File: config.mk
export PLATFORM = sky130hd
export DESIGN_NAME = sram_wr_arbiter
export DESIGN_NICKNAME = d
export VERILOG_FILES = /design/src/rtl/sram_wr_arbiter.sv
export SDC_FILE = /design/constraint.sdc
export NUM_CORES = 1
export LEC_CHECK = 0
export ABC_AREA = 1
export CAP_MARGIN = 20
export CORE_MARGIN = 2
export CORE_UTILIZATION = 28
export CTS_CLUSTER_DIAMETER = 80
export DETAILED_ROUTE_END_ITERATION = 6
export DONT_BUFFER_PORTS = 1
export GPL_TIMING_DRIVEN = 0
export HOLD_SLACK_MARGIN = 0.08
export SKIP_CTS_REPAIR_TIMING = 1
export SYNTH_ARGS = -nofsm -noshare
export SYNTH_HDL_FRONTEND = slang
export SYNTH_SLANG_ARGS = --single-unit
export TNS_END_PERCENT = 5
File: constraint.sdc
create_clock -name clk -period 23.3 [get_ports clk]
set_clock_uncertainty 0.15 [all_clocks]
set_input_delay 2.33 -clock clk [delete_from_list [all_inputs] [get_ports clk]]
set_output_delay 2.33 -clock clk [all_outputs]
set_load 0.01 [all_outputs]
File: src/rtl/sram_wr_arbiter.sv
// sram_wr_arbiter: packet-level write arbiter for the shared SRAM write path.
// Picks the highest-priority requesting port (round-robin among equal
// priorities), holds the grant for the whole packet and flags packets whose
// eop disagrees with the declared length.
// Ports:
//   clk, rst     clock, synchronous active-high reset
//   req          per-port packet-queued level
//   pri_in       packed per-port priority (larger = higher)
//   len_in       packed per-port length in words (0 = 2^LEN_WIDTH)
//   eop          per-port end-of-packet strobe
//   sram_ready   write path accepts a word this cycle
//   grant        one-hot grant, grant_idx its binary index
//   transfering  a word of the granted packet moves this cycle
//   beat_cnt     words already transferred in the current packet
//   pkt_done     one-cycle pulse after packet end
//   len_err      pulse with pkt_done when eop and length disagree
module sram_wr_arbiter #(
    parameter int NUM_PORTS      = 16,
    parameter int PORT_IDX_WIDTH = 4,
    parameter int PRI_WIDTH      = 3,
    parameter int LEN_WIDTH      = 7
) (
    input  logic                           clk,
    input  logic                           rst,
    input  logic [NUM_PORTS-1:0]           req,
    input  logic [NUM_PORTS*PRI_WIDTH-1:0] pri_in,
    input  logic [NUM_PORTS*LEN_WIDTH-1:0] len_in,
    input  logic [NUM_PORTS-1:0]           eop,
    input  logic                           sram_ready,
    output logic [NUM_PORTS-1:0]           grant,
    output logic [PORT_IDX_WIDTH-1:0]      grant_idx,
    output logic                           transfering,
    output logic [LEN_WIDTH-1:0]           beat_cnt,
    output logic                           pkt_done,
    output logic                           len_err
);

    typedef enum logic [1:0] {
        IDLE,
        XFER,
        GAP
    } state_t;

    localparam logic [PORT_IDX_WIDTH:0] NP =
        (PORT_IDX_WIDTH+1)'(NUM_PORTS);
    localparam logic [PORT_IDX_WIDTH-1:0] LAST =
        PORT_IDX_WIDTH'(NUM_PORTS - 1);
    // Length field of zero encodes the maximum packet of 2^LEN_WIDTH words.
    localparam logic [LEN_WIDTH:0] FULL_LEN = {1'b1, {LEN_WIDTH{1'b0}}};

    state_t state, state_nxt;

    logic [PORT_IDX_WIDTH-1:0] rr_ptr;
    logic [LEN_WIDTH:0]        len_lat;

    logic [PRI_WIDTH-1:0] pri_a [NUM_PORTS];
    logic [LEN_WIDTH-1:0] len_a [NUM_PORTS];

    logic [PRI_WIDTH-1:0]      max_pri;
    logic                      win_found;
    logic [PORT_IDX_WIDTH-1:0] win_idx;
    logic [PORT_IDX_WIDTH:0]   scan;

    logic               start;
    logic               eop_g;
    logic               last_len;
    logic               pkt_end;
    logic [LEN_WIDTH:0] beat_ext;

    always_comb begin
        for (int i = 0; i < NUM_PORTS; i++) begin
            pri_a[i] = pri_in[i*PRI_WIDTH +: PRI_WIDTH];
            len_a[i] = len_in[i*LEN_WIDTH +: LEN_WIDTH];
        end
    end

    // First pass finds the top priority among requesters; second pass
    // scans from rr_ptr upward with wrap and takes the first port at it.
    always_comb begin
        max_pri   = '0;
        win_found = 1'b0;
        win_idx   = '0;
        scan      = '0;
        for (int i = 0; i < NUM_PORTS; i++) begin
            if (req[i] && (pri_a[i] > max_pri)) begin
                max_pri = pri_a[i];
            end
        end
        for (int k = 0; k < NUM_PORTS; k++) begin
            scan = {1'b0, rr_ptr} + (PORT_IDX_WIDTH+1)'(k);
            if (scan >= NP) begin
                scan = scan - NP;
            end
            if (!win_found && req[scan[PORT_IDX_WIDTH-1:0]] &&
                (pri_a[scan[PORT_IDX_WIDTH-1:0]] == max_pri)) begin
                win_found = 1'b1;
                win_idx   = scan[PORT_IDX_WIDTH-1:0];
            end
        end
    end

    assign beat_ext = {1'b0, beat_cnt} + {{LEN_WIDTH{1'b0}}, 1'b1};

    always_comb begin
        state_nxt   = state;
        start       = 1'b0;
        transfering = 1'b0;
        eop_g       = 1'b0;
        last_len    = 1'b0;
        pkt_end     = 1'b0;
        unique case (state)
            IDLE: begin
                if (win_found && sram_ready) begin
                    start     = 1'b1;
                    state_nxt = XFER;
                end
            end
            XFER: begin
                transfering = sram_ready;
                eop_g       = eop[grant_idx];
                last_len    = (beat_ext == len_lat);
                pkt_end     = transfering && (eop_g || last_len);
                if (pkt_end) begin
                    state_nxt = GAP;
                end
            end
            GAP: begin
                state_nxt = IDLE;
            end
            default: begin
                state_nxt = IDLE;
            end
        endcase
    end

    always_ff @(posedge clk) begin
        if (rst) begin
            state <= IDLE;
        end else begin
            state <= state_nxt;
        end
    end

    always_ff @(posedge clk) begin
        if (rst) begin
            grant     <= '0;
            grant_idx <= '0;
            beat_cnt  <= '0;
            pkt_done  <= 1'b0;
            len_err   <= 1'b0;
            rr_ptr    <= '0;
            len_lat   <= '0;
        end else begin
            pkt_done <= pkt_end;
            // Mismatch: eop before the length ran out, or length ran out
            // without eop.
            len_err  <= pkt_end && (eop_g != last_len);
            if (start) begin
                grant     <= {{(NUM_PORTS-1){1'b0}}, 1'b1} << win_idx;
                grant_idx <= win_idx;
                beat_cnt  <= '0;
                len_lat   <= (len_a[win_idx] == '0) ? FULL_LEN
                                                    : {1'b0, len_a[win_idx]};
            end else if (transfering) begin
                beat_cnt <= beat_cnt + LEN_WIDTH'(1);
                if (pkt_end) begin
                    grant  <= '0;
                    rr_ptr <= (grant_idx == LAST) ? '0
                            : grant_idx + PORT_IDX_WIDTH'(1);
                end
            end
        end
    end

endmodule

==> results.json <==
{
  "outcome": "finished, final reports clean",
  "ys_top_cells_by_area": "nand2_1, o21ai_0, dfxtp_1",
  "postRouteAntennaNets": 0,
  "ioPinCount": 225,
  "worstSetupPathType": "in2reg",
  "yosys.area.top_type": "nand2_1",
  "area_growth_pct": 7.950,
  "layout.nets": 1967,
  "synth_largest_type_area_fraction_pct": 21.65,
  "coreArea_sq_um": 33280,
  "yosys_warnings": 0,
  "ys.flop_type": "dfxtp_1",
  "fin_crit_sh_pct": 92.09,
  "min_period_ps": 21460,
  "grt_pass1_wl_mm": 57.09,
  "vias": 11460,
  "synth_most_common_cell": "nand2_1",
  "ys_seq_area_share_pct": 9.162,
  "final_layout_size_suffix_gt1_share_pct": 8.893,
  "clockBufferDepth": 2,
  "die_w_um": 187.2,
  "remaining_drc_errors": 0,
  "crit_slowest_cell": "nor3_1",
  "maxCapViolCount": 0,
  "cts_tree": "done",
  "crit_fanout": 10,
  "register_area_sq_um": 860.8,
  "h-tree-depth": 2,
  "clock.fmax_ghz": 0.04660,
  "overflow": 0,
  "numClockSinks": 43,
  "grt_util_all_layers_pct": 20.10,
  "ctsRootBufferMaster": "clkbuf_16",
  "drv_slew": 0,
  "synthesis.area_sq_um": 9395,
  "antenna_found_initial": 0,
  "grt_pass1_vias": 10380,
  "clk_pin_slew_worst_paths_ps": 60,
  "drt-vias-per-instance": 5.231,
  "syn_area_per_cell_sq_um": 5.418,
  "drt_iter0_drc": 933,
  "crit_arrival_ps": 21530,
  "slew_headroom_pct": 40.41,
  "clock_latency_ps": 280,
  "dr.pass1.iters": 6,
  "fill_cells": 3794,
  "initial_utilization_pct": 28.23,
  "gp_congestion": 0.9539,
  "dieHeight_um": 187.2,
  "synth-seq-cells": 43,
  "port_buffers": 0,
  "end_kind": "flip-flop",
  "min_path_type": "reg2reg",
  "dieArea_sq_um": 35040,
  "cpMostUsedCell": "nand2_1",
  "grt_max_degree": 14,
  "setup_tns_ps": 0,
  "cp-start-kind": "primary input",
  "wl_mm": 36.82,
  "tightest_slew_ps": 893.8,
  "synth_edf_count": 0,
  "n_antenna_cell": 0,
  "hpwl_mm": 30.92,
  "numCtsBuffers": 5,
  "required_ps": 23380,
  "synthCells": 1734,
  "wl_per_cell_um": 16.80,
  "syn_nets": 1959,
  "async_flop_share_pct": 0,
  "setup_viol": 0,
  "yosys-top-cells-count": "nand2_1, inv_1, o21ai_0",
  "hold_viol_final": 0,
  "yosys.cell_types.count": 51,
  "cp_slowest_stage_delay_ps": 460,
  "rows": 67,
  "multi_input_area_sq_um": 7286
}
-- kinds of logic after synthesis --
kind of cell               synth area share (%)
adders and majority gates                 3.995
muxes                                     6.938
buffers and inverters                     13.65
DFF                                       9.162
AOI/OAI and AO/OA                         20.46
xor gates and xnor gates                  3.263
and+or+nand+nor                           42.54
-- through the flow --
stage                     instance area (sq um)  util (%)  std cells  hold slack [ps]  setup WS (ps)
after floorplan                            9395         -       1734            288.5           3650
after global placement                     9956     29.91       2182            318.7           1113
after detailed placement                   9961     29.93       2183            315.9          776.3
after CTS                                 10100     30.35       2191            331.0          988.5
after global routing                      10140     30.47       2191            370.6         -10.10
final                                     10140     30.47       2191            333.9           1843
-- placed cells by master, fill, tap and decap left out, types with 3 or more instances in the layout --
| cell type | netlist | layout |
|---|---|---|
| nand2_1 | 542 | 542 |
| inv_1 | 224 | 224 |
| o21ai_0 | 214 | 210 |
| nand3_1 | 133 | 132 |
| nor2_1 | 99 | 96 |
| mux2i_1 | 64 | 64 |
| clkbuf_1 | 43 | 44 |
| dfxtp_1 | 43 | 43 |
| a21oi_1 | 40 | 40 |
| or2_2 | 34 | 34 |
| nand2_2 | 31 | 31 |
| ha_1 | 30 | 30 |
| xor2_1 | 26 | 26 |
| buf_2 | 20 | 20 |
| o22ai_1 | 17 | 17 |
| nor3_1 | 17 | 15 |
| a32oi_1 | 15 | 15 |
| nand3_2 | 13 | 14 |
| nand4_1 | 12 | 12 |
| o21ai_1 | 7 | 11 |
| o211ai_1 | 10 | 10 |
| o21a_1 | 10 | 10 |
| clkinv_1 | 9 | 9 |
| xnor2_1 | 9 | 9 |
| o21ai_2 | 7 | 7 |
| inv_2 | 6 | 6 |
| o221ai_1 | 6 | 6 |
| buf_4 | 5 | 5 |
| buf_6 | 5 | 5 |
| nor2_2 | 3 | 5 |
| nor2_4 | 4 | 5 |
| clkbuf_16 | 0 | 5 |
| nor3_2 | 2 | 4 |
| nand3b_1 | 4 | 4 |
| nand2_4 | 3 | 3 |
| buf_1 | 4 | 3 |
| o2111ai_1 | 3 | 3 |
-- layout make-up --
class	instances	area share [%]
repair buffers	1	0.04935
plain buffers	78	3.861
multi-input cells	1374	71.84
well taps	448	5.527
flip-flops and latches	43	8.488
inverters	239	8.845
clock inverters	2	0.1234
clock buffers	6	1.271
-- sequential cells by signal (all words and copies together), names as in the netlist --
signal / cells
grant_idx: 4
len_err: 1
pkt_done: 1
rr_ptr: 4
grant: 16
state: 2
len_lat: 8
beat_cnt: 7
-- path summary, 6_finish.rpt --
kind / slack, ps / from / to / cells after the start
worst max-delay path: 1840 / pri_in[1] / len_lat[2] / 125
worst min-delay path: 330 / len_lat[2] / len_lat[2] / 2
worst max register to register: 16060 / rr_ptr[1] / len_lat[2] / 36
worst min register to register: 330 / len_lat[2] / len_lat[2] / 2
-- critical path, delay by kind of cell --
kind                       cells  cell delay (ps)
AOI/OAI and AO/OA             27             4690
and+or+nand+nor               65             8200
adders and majority gates     15             4130
buffers and inverters         17             1960
xor gates and xnor gates       1              150
-- metal layers --
layer / vias to the layer above / GRT usage (%) / part of all wire (%)
met3: 84 / 2.026 / 6.0
met1: 5268 / 26.91 / 45
met2: 443 / 33.99 / 46
li1: 5666 / - / -
met5: - / 0 / 0
met4: 0 / 6.074 / 3.3
Power is not shown: default switching activity piles up to over one toggle a cycle in this logic, so the estimate is an artifact.
